**src/rtl/pipe_stage_buffer.sv**
```systemverilog
// Parametrised inter-stage register with valid, stall, flush and
// saturating stall/bubble event counters; updates on the falling clock edge.
module pipe_stage_buffer #(
   parameter int CTRL_W = 3,
   parameter int DATA_W = 32,
   parameter int N_DATA = 3,
   parameter int RD_W   = 6,
   parameter int CNT_W  = 16
) (
   input  logic                     clock,
   input  logic                     reset,
   input  logic                     in_valid,
   input  logic [CTRL_W-1:0]        in_ctrl,
   input  logic [N_DATA*DATA_W-1:0] in_data,
   input  logic [RD_W-1:0]          in_rd,
   input  logic                     stall,
   input  logic                     flush,
   input  logic                     clr_cnt,
   output logic                     out_valid,
   output logic [CTRL_W-1:0]        out_ctrl,
   output logic [N_DATA*DATA_W-1:0] out_data,
   output logic [RD_W-1:0]          out_rd,
   output logic [CNT_W-1:0]         stall_cnt,
   output logic [CNT_W-1:0]         bubble_cnt
);

   localparam logic [CNT_W-1:0] CNT_ONE = {{(CNT_W-1){1'b0}}, 1'b1};
   localparam logic [CNT_W-1:0] CNT_MAX = {CNT_W{1'b1}};

   logic stall_inc;
   logic bubble_inc;

   // flush beats stall; an invalid capture is also a bubble
   always_comb begin
      stall_inc  = stall & ~flush;
      bubble_inc = flush | (~stall & ~in_valid);
   end

   // ctrl is zeroed on every bubble so write enables never fire downstream
   always_ff @(negedge clock or posedge reset) begin
      if (reset) begin
         out_valid <= 1'b0;
         out_ctrl  <= '0;
         out_data  <= '0;
         out_rd    <= '0;
      end else if (flush) begin
         out_valid <= 1'b0;
         out_ctrl  <= '0;
      end else if (!stall) begin
         out_valid <= in_valid;
         out_ctrl  <= in_valid ? in_ctrl : '0;
         out_data  <= in_data;
         out_rd    <= in_rd;
      end
   end

   always_ff @(negedge clock or posedge reset) begin
      if (reset) begin
         stall_cnt  <= '0;
         bubble_cnt <= '0;
      end else if (clr_cnt) begin
         stall_cnt  <= '0;
         bubble_cnt <= '0;
      end else begin
         if (stall_inc && stall_cnt != CNT_MAX)
            stall_cnt <= stall_cnt + CNT_ONE;
         if (bubble_inc && bubble_cnt != CNT_MAX)
            bubble_cnt <= bubble_cnt + CNT_ONE;
      end
   end

endmodule

```
**config.mk**
```make
export PLATFORM = sky130hd
export DESIGN_NAME = pipe_stage_buffer
export DESIGN_NICKNAME = d
export VERILOG_FILES = /design/src/rtl/pipe_stage_buffer.sv
export SDC_FILE = /design/constraint.sdc
export NUM_CORES = 1
export LEC_CHECK = 0
export CAP_MARGIN = 20
export CORE_MARGIN = 3
export CORE_UTILIZATION = 35
export DETAILED_ROUTE_END_ITERATION = 10
export DONT_BUFFER_PORTS = 1
export SETUP_SLACK_MARGIN = 0.4
export SLEW_MARGIN = 40
export SYNTH_ARGS = -nofsm -noshare
export SYNTH_HDL_FRONTEND = slang
export SYNTH_SLANG_ARGS = --single-unit
```
**constraint.sdc**
```tcl
create_clock -name clock -period 13 [get_ports clock]
set_input_delay 2.6 -clock clock [delete_from_list [all_inputs] [get_ports clock]]
set_output_delay 2.6 -clock clock [all_outputs]
set_load 0.05 [all_outputs]
```
Yosys cells after proc, flatten, opt, wreduce, memory -nomap -nowiden
Cells that the tools add are included.
- bits in registers: 138
- input bits: 111
- logic and storage cells: 31
- add/subtract/negate cells: 2
- eq/ne operators: 3
- muxes and demuxes: 9
- bitwise gates (word level): 6
- reduce and logical (&&, ||, !) cells: 5
- operators by type and width (cell ; count):
    $mux 16 ; 4
    $add 16x1->16 const B ; 2
    $ne 16x16->1 const B ; 2
    $mux 3 ; 3
    $reduce_bool 2->1 ; 2
    $not 1->1 ; 3
    $and 1x1->1 ; 2
    $logic_and 1x1->1 ; 2
    $mux 1 ; 2
    $ne 2x1->1 const B ; 1
    $reduce_and 2->1 ; 1
    $or 1x1->1 ; 1

Depth between registers and ports, before layout
Gate-level depths: netlist of the first run.
- word-level depth: 6
- gate-level depth with buffers: 7

==> impl_metrics.toml, run 1 <==
[setup_path]
critical_path_class = "in -> reg"
critPathMaxFanout = 56
required_ns = 6.73
crit_path_end_kind = "flip-flop"
cp.buffers_inverters = 2
cpMaxStageDelayCell = "buf_4"
cpLargestDelayFamily = "buffers and inverters"
startpoint_type = "primary input"
arrival_ns = 4.21
worstPathCellList = "nor2_4, buf_8, buf_4, mux2_2"
slowest_delay_ns = 0.58

[placement]
post_dp_cell_area_um2 = 5980
port_buffers = 0
gp_congestion = 0.811
place_hpwl_um = 9330
dp.cells = 634

[detailed_routing]
avgRoutedWirePerCell_um = 19.6
vias_per_cell = 5.37
ant_nets = 0
routed_wirelength_um = 13000
first_pass_iters = 4
drtIter0Drc = 146
post-route-drc-count = 0
vias = 3575

[layout]
fin_nets = 551
n_antenna_cell = 0
fin_cells = 666
post_route_cells_drive_above_1_share = 0.331
design_area_um2 = 6590
area_growth_syn_to_layout_pct = 14.9

[floorplan]
start_util = 0.360
fp.dieH_um = 134
die_w_um = 134
io_pins = 249
std_cell_rows = 46
die_area_um2 = 18000
core_um2 = 15900

[clock_tree]
post_cts_resized = 0
post_cts_buffers = 0
cts_made_buffers = 17
cts_num_sinks = 138
cts_tree = "yes"
clk_pin_slew_ns = 0.04
clockBufferDepth = 2
hold_buffers = 0
clock-root-buffer = "clkbuf_16"
clock_latency_ns = 0.39
htreeDepth = 4

[logic_synthesis]
synthTopCellsByCount = "dfrtn_1 (138), mux2_2 (106), a21oi_1 (28)"
synthCells = 434
synth_edf_count = 0
syn_area_um2 = 5730
ys_ff_latch = 138
yosysMostFrequentCell = "dfrtn_1"
synthDistinctLibCells = 34
avgSynthCellArea_um2 = 13.2
yosys.area.top_type = "dfrtn_1"
synthArstFlopShare = 1.00
synth-main-ff-cell = "dfrtn_1"
syn_nets = 547
yosysTopAreaCellShare = 0.602
synthTopCellsByArea = "dfrtn_1 (60%), mux2_2 (21%), a21oi_1 (2.4%)"
yosys_warnings = 0
yosysSeqAreaShare = 0.602

[global_routing]
grt_start_max_net_pins = 62
grt_overflow = 0
grt_pass1_wl_um = 20400
antenna_found_initial = 0
first_global_vias = 3759
grt_usage = 0.144

[timing]
holdWs_ns = 0.777
tns_ns = 0
maxSlewViolCount = 0
setup_viol = 0
worst_slew_pin_slew_ns = 0.701
slew_headroom = 0.529
grt_setup_unrepaired = "false"
hold_viol = 0
fin_skew_ns = 0.00262

[pwr]
vdd_drop_max_uv = 86.8
p_per_area_nw_per_um2 = 190
leakagePower_nw = 2.66

[worst_hold_path]
hold_path_class = "reg -> reg"

[status]
status = "completed"

[run]
drv_cap = 0
==> layer usage <==
layer | vias to the layer above | track usage | share of wire | wire, um
met5 | - | 0 | 0 | 0
met1 | 1789 | 0.159 | 0.37 | 4840
li1 | 1604 | - | - | -
met3 | 14 | 0.0701 | 0.094 | 1230
met4 | 0 | 0.0486 | 0.013 | 165
met2 | 168 | 0.244 | 0.52 | 6810
==> registers in the layout, indices dropped and copies added (netlist names) <==
name and count:
out_ctrl 3, stall_cnt 16, out_data 96, out_valid 1, bubble_cnt 16, out_rd 6
==> layout make-up <==
class                           count  area [um2]
Clock buffer                       20         447
Clock inverter                     11         148
Fill cell                        1482        9360
Inverter                            5        22.5
Multi-Input combinational cell    269        2170
Sequential cell                   138        3450
Tap cell                          216         270
Timing Repair Buffer                7        72.6
==> cells in the final DEF (no fill, tap or decap), types with 5 or more instances in the layout <==
cell / n
nor2_1: 16
a21oi_1: 28
or4_1: 14
nand2_1: 17
nand3_1: 13
clkinvlp_4: 5
o31ai_1: 12
or3_1: 9
mux2_2: 106
buf_4: 5
o21ai_0: 8
dfrtn_1: 138
and3_1: 5
clkbuf_16: 17
nand4_1: 9
==> worst paths after layout <==
| check | from | endpoint | slack (ns) | cells past startpoint |
|---|---|---|---|---|
| max in group asynchronous | reset | out_data[21] | 3.39 | 2 |
| min | out_valid | out_valid | 0.78 | 2 |
| max reg2reg | bubble_cnt[0] | bubble_cnt[5] | 10.38 | 6 |
| max | stall | out_data[22] | 2.53 | 4 |
| min reg2reg | out_valid | out_valid | 0.78 | 2 |
| min in group asynchronous | reset | out_data[77] | 8.56 | 1 |
==> logic make-up after synthesis <==
| family | count (synthesis) | share of synthesized area |
|---|---|---|
| and+or+nand+nor | 101 | 0.0986 |
| DFF | 138 | 0.602 |
| AOI/OAI and AO/OA | 57 | 0.0596 |
| adders and majority gates | 2 | 0.00436 |
| buffers and inverters | 27 | 0.0218 |
| xor gates and xnor gates | 1 | 0.00153 |
| muxes | 108 | 0.212 |
==> worst min-delay path, cell delays in order (launching register included) <==
cell and delay, ns:
dfrtn_1 0.52, inv_1 0.11, a21oi_1 0.07
==> report_power, final <==
group | internal [mW] | switching, mW
sequential | 0.481 | 0.213
combinational | 0.0431 | 0.0292
clock | 0.305 | 0.180
total | 0.829 | 0.422
==> per-stage QoR <==
stage	util	power [mW]	setup WS, ns
final	0.413	1.25	2.53
after CTS	0.412	1.27	2.28
after detailed placement	0.375	0.776	1.87
after global placement	0.375	0.770	1.97
after global routing	0.413	1.30	2.43
after floorplan	-	0.753	2.29
(Power assumes the default switching activity.)
==> inputs of run 2 (changes only) <==
==> constraint.sdc (replaced) <==
create_clock -name clock -period 8.6 [get_ports clock]
set_input_delay 1.72 -clock clock [delete_from_list [all_inputs] [get_ports clock]]
set_output_delay 1.72 -clock clock [all_outputs]
set_load 0.05 [all_outputs]
==> run 2 against run 1 <==
Worst setup slack lost 1.2 ns. Sequential share of layout area grew 0.15 points. Via count shrank 1.7%. Count of clock-buffer cells in the layout grew 1. Sequential power grew 51%.
==> impl_metrics.toml, run 2 (synthesized netlist as in run 1, its figures left out) <==
[status]
status = "completed"

[detailed_routing]
ant_nets = 0
post-route-drc-count = 0
first_pass_iters = 4
avgRoutedWirePerCell_um = 19.4
drtIter0Drc = 212
routed_wirelength_um = 12900
vias_per_cell = 5.30
vias = 3514

[layout]
top_regs = "out_data (96), bubble_cnt (16), stall_cnt (16)"
post_route_cells_drive_above_1_share = 0.324
layout_commonest_cell = "dfrtn_1"
fillerInstances = 1503
largest_reg_flops = 96
utilization = 0.412
area_growth_syn_to_layout_pct = 14.6
n_antenna_cell = 0
top_register = "out_data"
final_cell_mix = "dfrtn_1 (138), mux2_2 (106), a21oi_1 (28)"
fin_nets = 550

[timing]
fin_skew_ns = 0.00462
tns_ns = 0
hold_viol = 0
maxSlewViolCount = 0
worst_slew_pin_slew_ns = 0.726
grt_setup_unrepaired = "false"
setup_viol = 0
slew_headroom = 0.516

[clock_tree]
post_cts_resized = 0
post_cts_buffers = 0
clock_latency_ns = 0.39
clockBufferDepth = 2
cts_made_buffers = 17
hold_buffers = 0
clk_pin_slew_ns = 0.04
clock-root-buffer = "clkbuf_16"
cts_tree = "yes"
htreeDepth = 4
cts_num_sinks = 138

[pwr]
pwr-share-comb = 0.056
vdd_drop_max_uv = 124
p_switching_mw = 0.622
p_int_mw = 1.29
p_seq_frac = 0.550
p_per_area_nw_per_um2 = 290
switching_share = 0.326
leakagePower_nw = 2.66
p_clk_frac = 0.394

[global_routing]
grt_overflow = 0
grt_usage = 0.143
antenna_found_initial = 0
first_global_vias = 3821
grt_pass1_wl_um = 20300
grt_start_max_net_pins = 82

[worst_hold_path]
worstHoldEndpoint = "stall_cnt[3]"
hold_path_class = "reg -> reg"
hp-start = "stall_cnt[3]"
hold_path_depth = 1

[placement]
gp_congestion = 0.823
port_buffers = 0
place_hpwl_um = 9310

[setup_path]
r2r_start = "bubble_cnt[0]"
r2r_cells = 6
crit_path_end_kind = "primary output"
r2r_slack_ns = 5.97
startpoint_type = "flip-flop"
arrival_ns = 5.51
r2r_end = "bubble_cnt[3]"
required_ns = 6.88
critical_path_class = "reg -> out"
critPathMaxFanout = 8

[run]
drv_cap = 0

[floorplan]
die_area_um2 = 18000
std_cell_rows = 46
core_um2 = 15900
io_pins = 249
die_w_um = 134
fp.dieH_um = 134
start_util = 0.360
==> run 2: cell types whose count changed in the layout (fill, tap and decap cells not counted), sizes merged <==
| cell | change |
|---|---|
| clkinvlp | -2 |
| clkinv | -2 |
| clkbuf | +1 |
| buf | -1 |
| bufinv | +1 |
==> run 2: worst max path at each step <==
stage,start,endpoint,slack [ns],depth (start not counted)
floorplan,reset,bubble_cnt[0],0.97,1
global route,bubble_cnt[4],bubble_cnt[4],1.31,0
detailed placement,flush,stall_cnt[15],1.12,4
finish,bubble_cnt[4],bubble_cnt[4],1.37,0
global placement,flush,stall_cnt[15],1.15,4
CTS,stall_cnt[6],stall_cnt[6],1.33,0
==> run 2: power groups by stage <==
stage	Combinational [mW]	Sequential, mW	Clock (mW)
after floorplan	0.0982	1.04	0
after global placement	0.104	1.06	0
after detailed placement	0.111	1.06	0
after CTS	0.111	1.05	0.775
after global routing	0.121	1.06	0.806
final	0.107	1.05	0.752
==> run 2: cell type report <==
type,instances,area [um2],area share
Clock buffer,21,460,0.0701
Inverter,5,22.5,0.00343
Multi-Input combinational cell,269,2170,0.330
Sequential cell,138,3450,0.526
Timing Repair Buffer,6,48.8,0.00743
Clock inverter,8,145,0.0221
Tap cell,216,270,0.0411
==> run 2: routing by layer <==
metal  global-route usage  share of wire
met1                0.154           0.36
met2                0.242           0.53
met3               0.0664          0.095
met4               0.0634          0.021
met5                    0              0
==> run 2: worst register-to-register path, delay by kind of cell, from the launching register on <==
| family | cells | cell delay, ns |
|---|---|---|
| AOI/OAI and AO/OA | 1 | 0.06 |
| adders and majority gates | 1 | 0.29 |
| buffers and inverters | 1 | 0.30 |
| DFF | 1 | 0.80 |
| and+or+nand+nor | 3 | 1.01 |
==> run 2: stage by stage <==
step           worst slack, ns  std cells  hold slack [ns]  cell area [um2]  total power [mW]
2_1_floorplan            0.970        434            0.691             5740              1.14
3_3_place_gp              1.15        634            0.741             5960              1.17
6_report                  1.37        663            0.745             6570              1.91
3_5_place_dp              1.12        634            0.749             5960              1.17
4_1_cts                   1.33        663            0.748             6570              1.94
5_1_grt                   1.31        663            0.810             6570              1.99
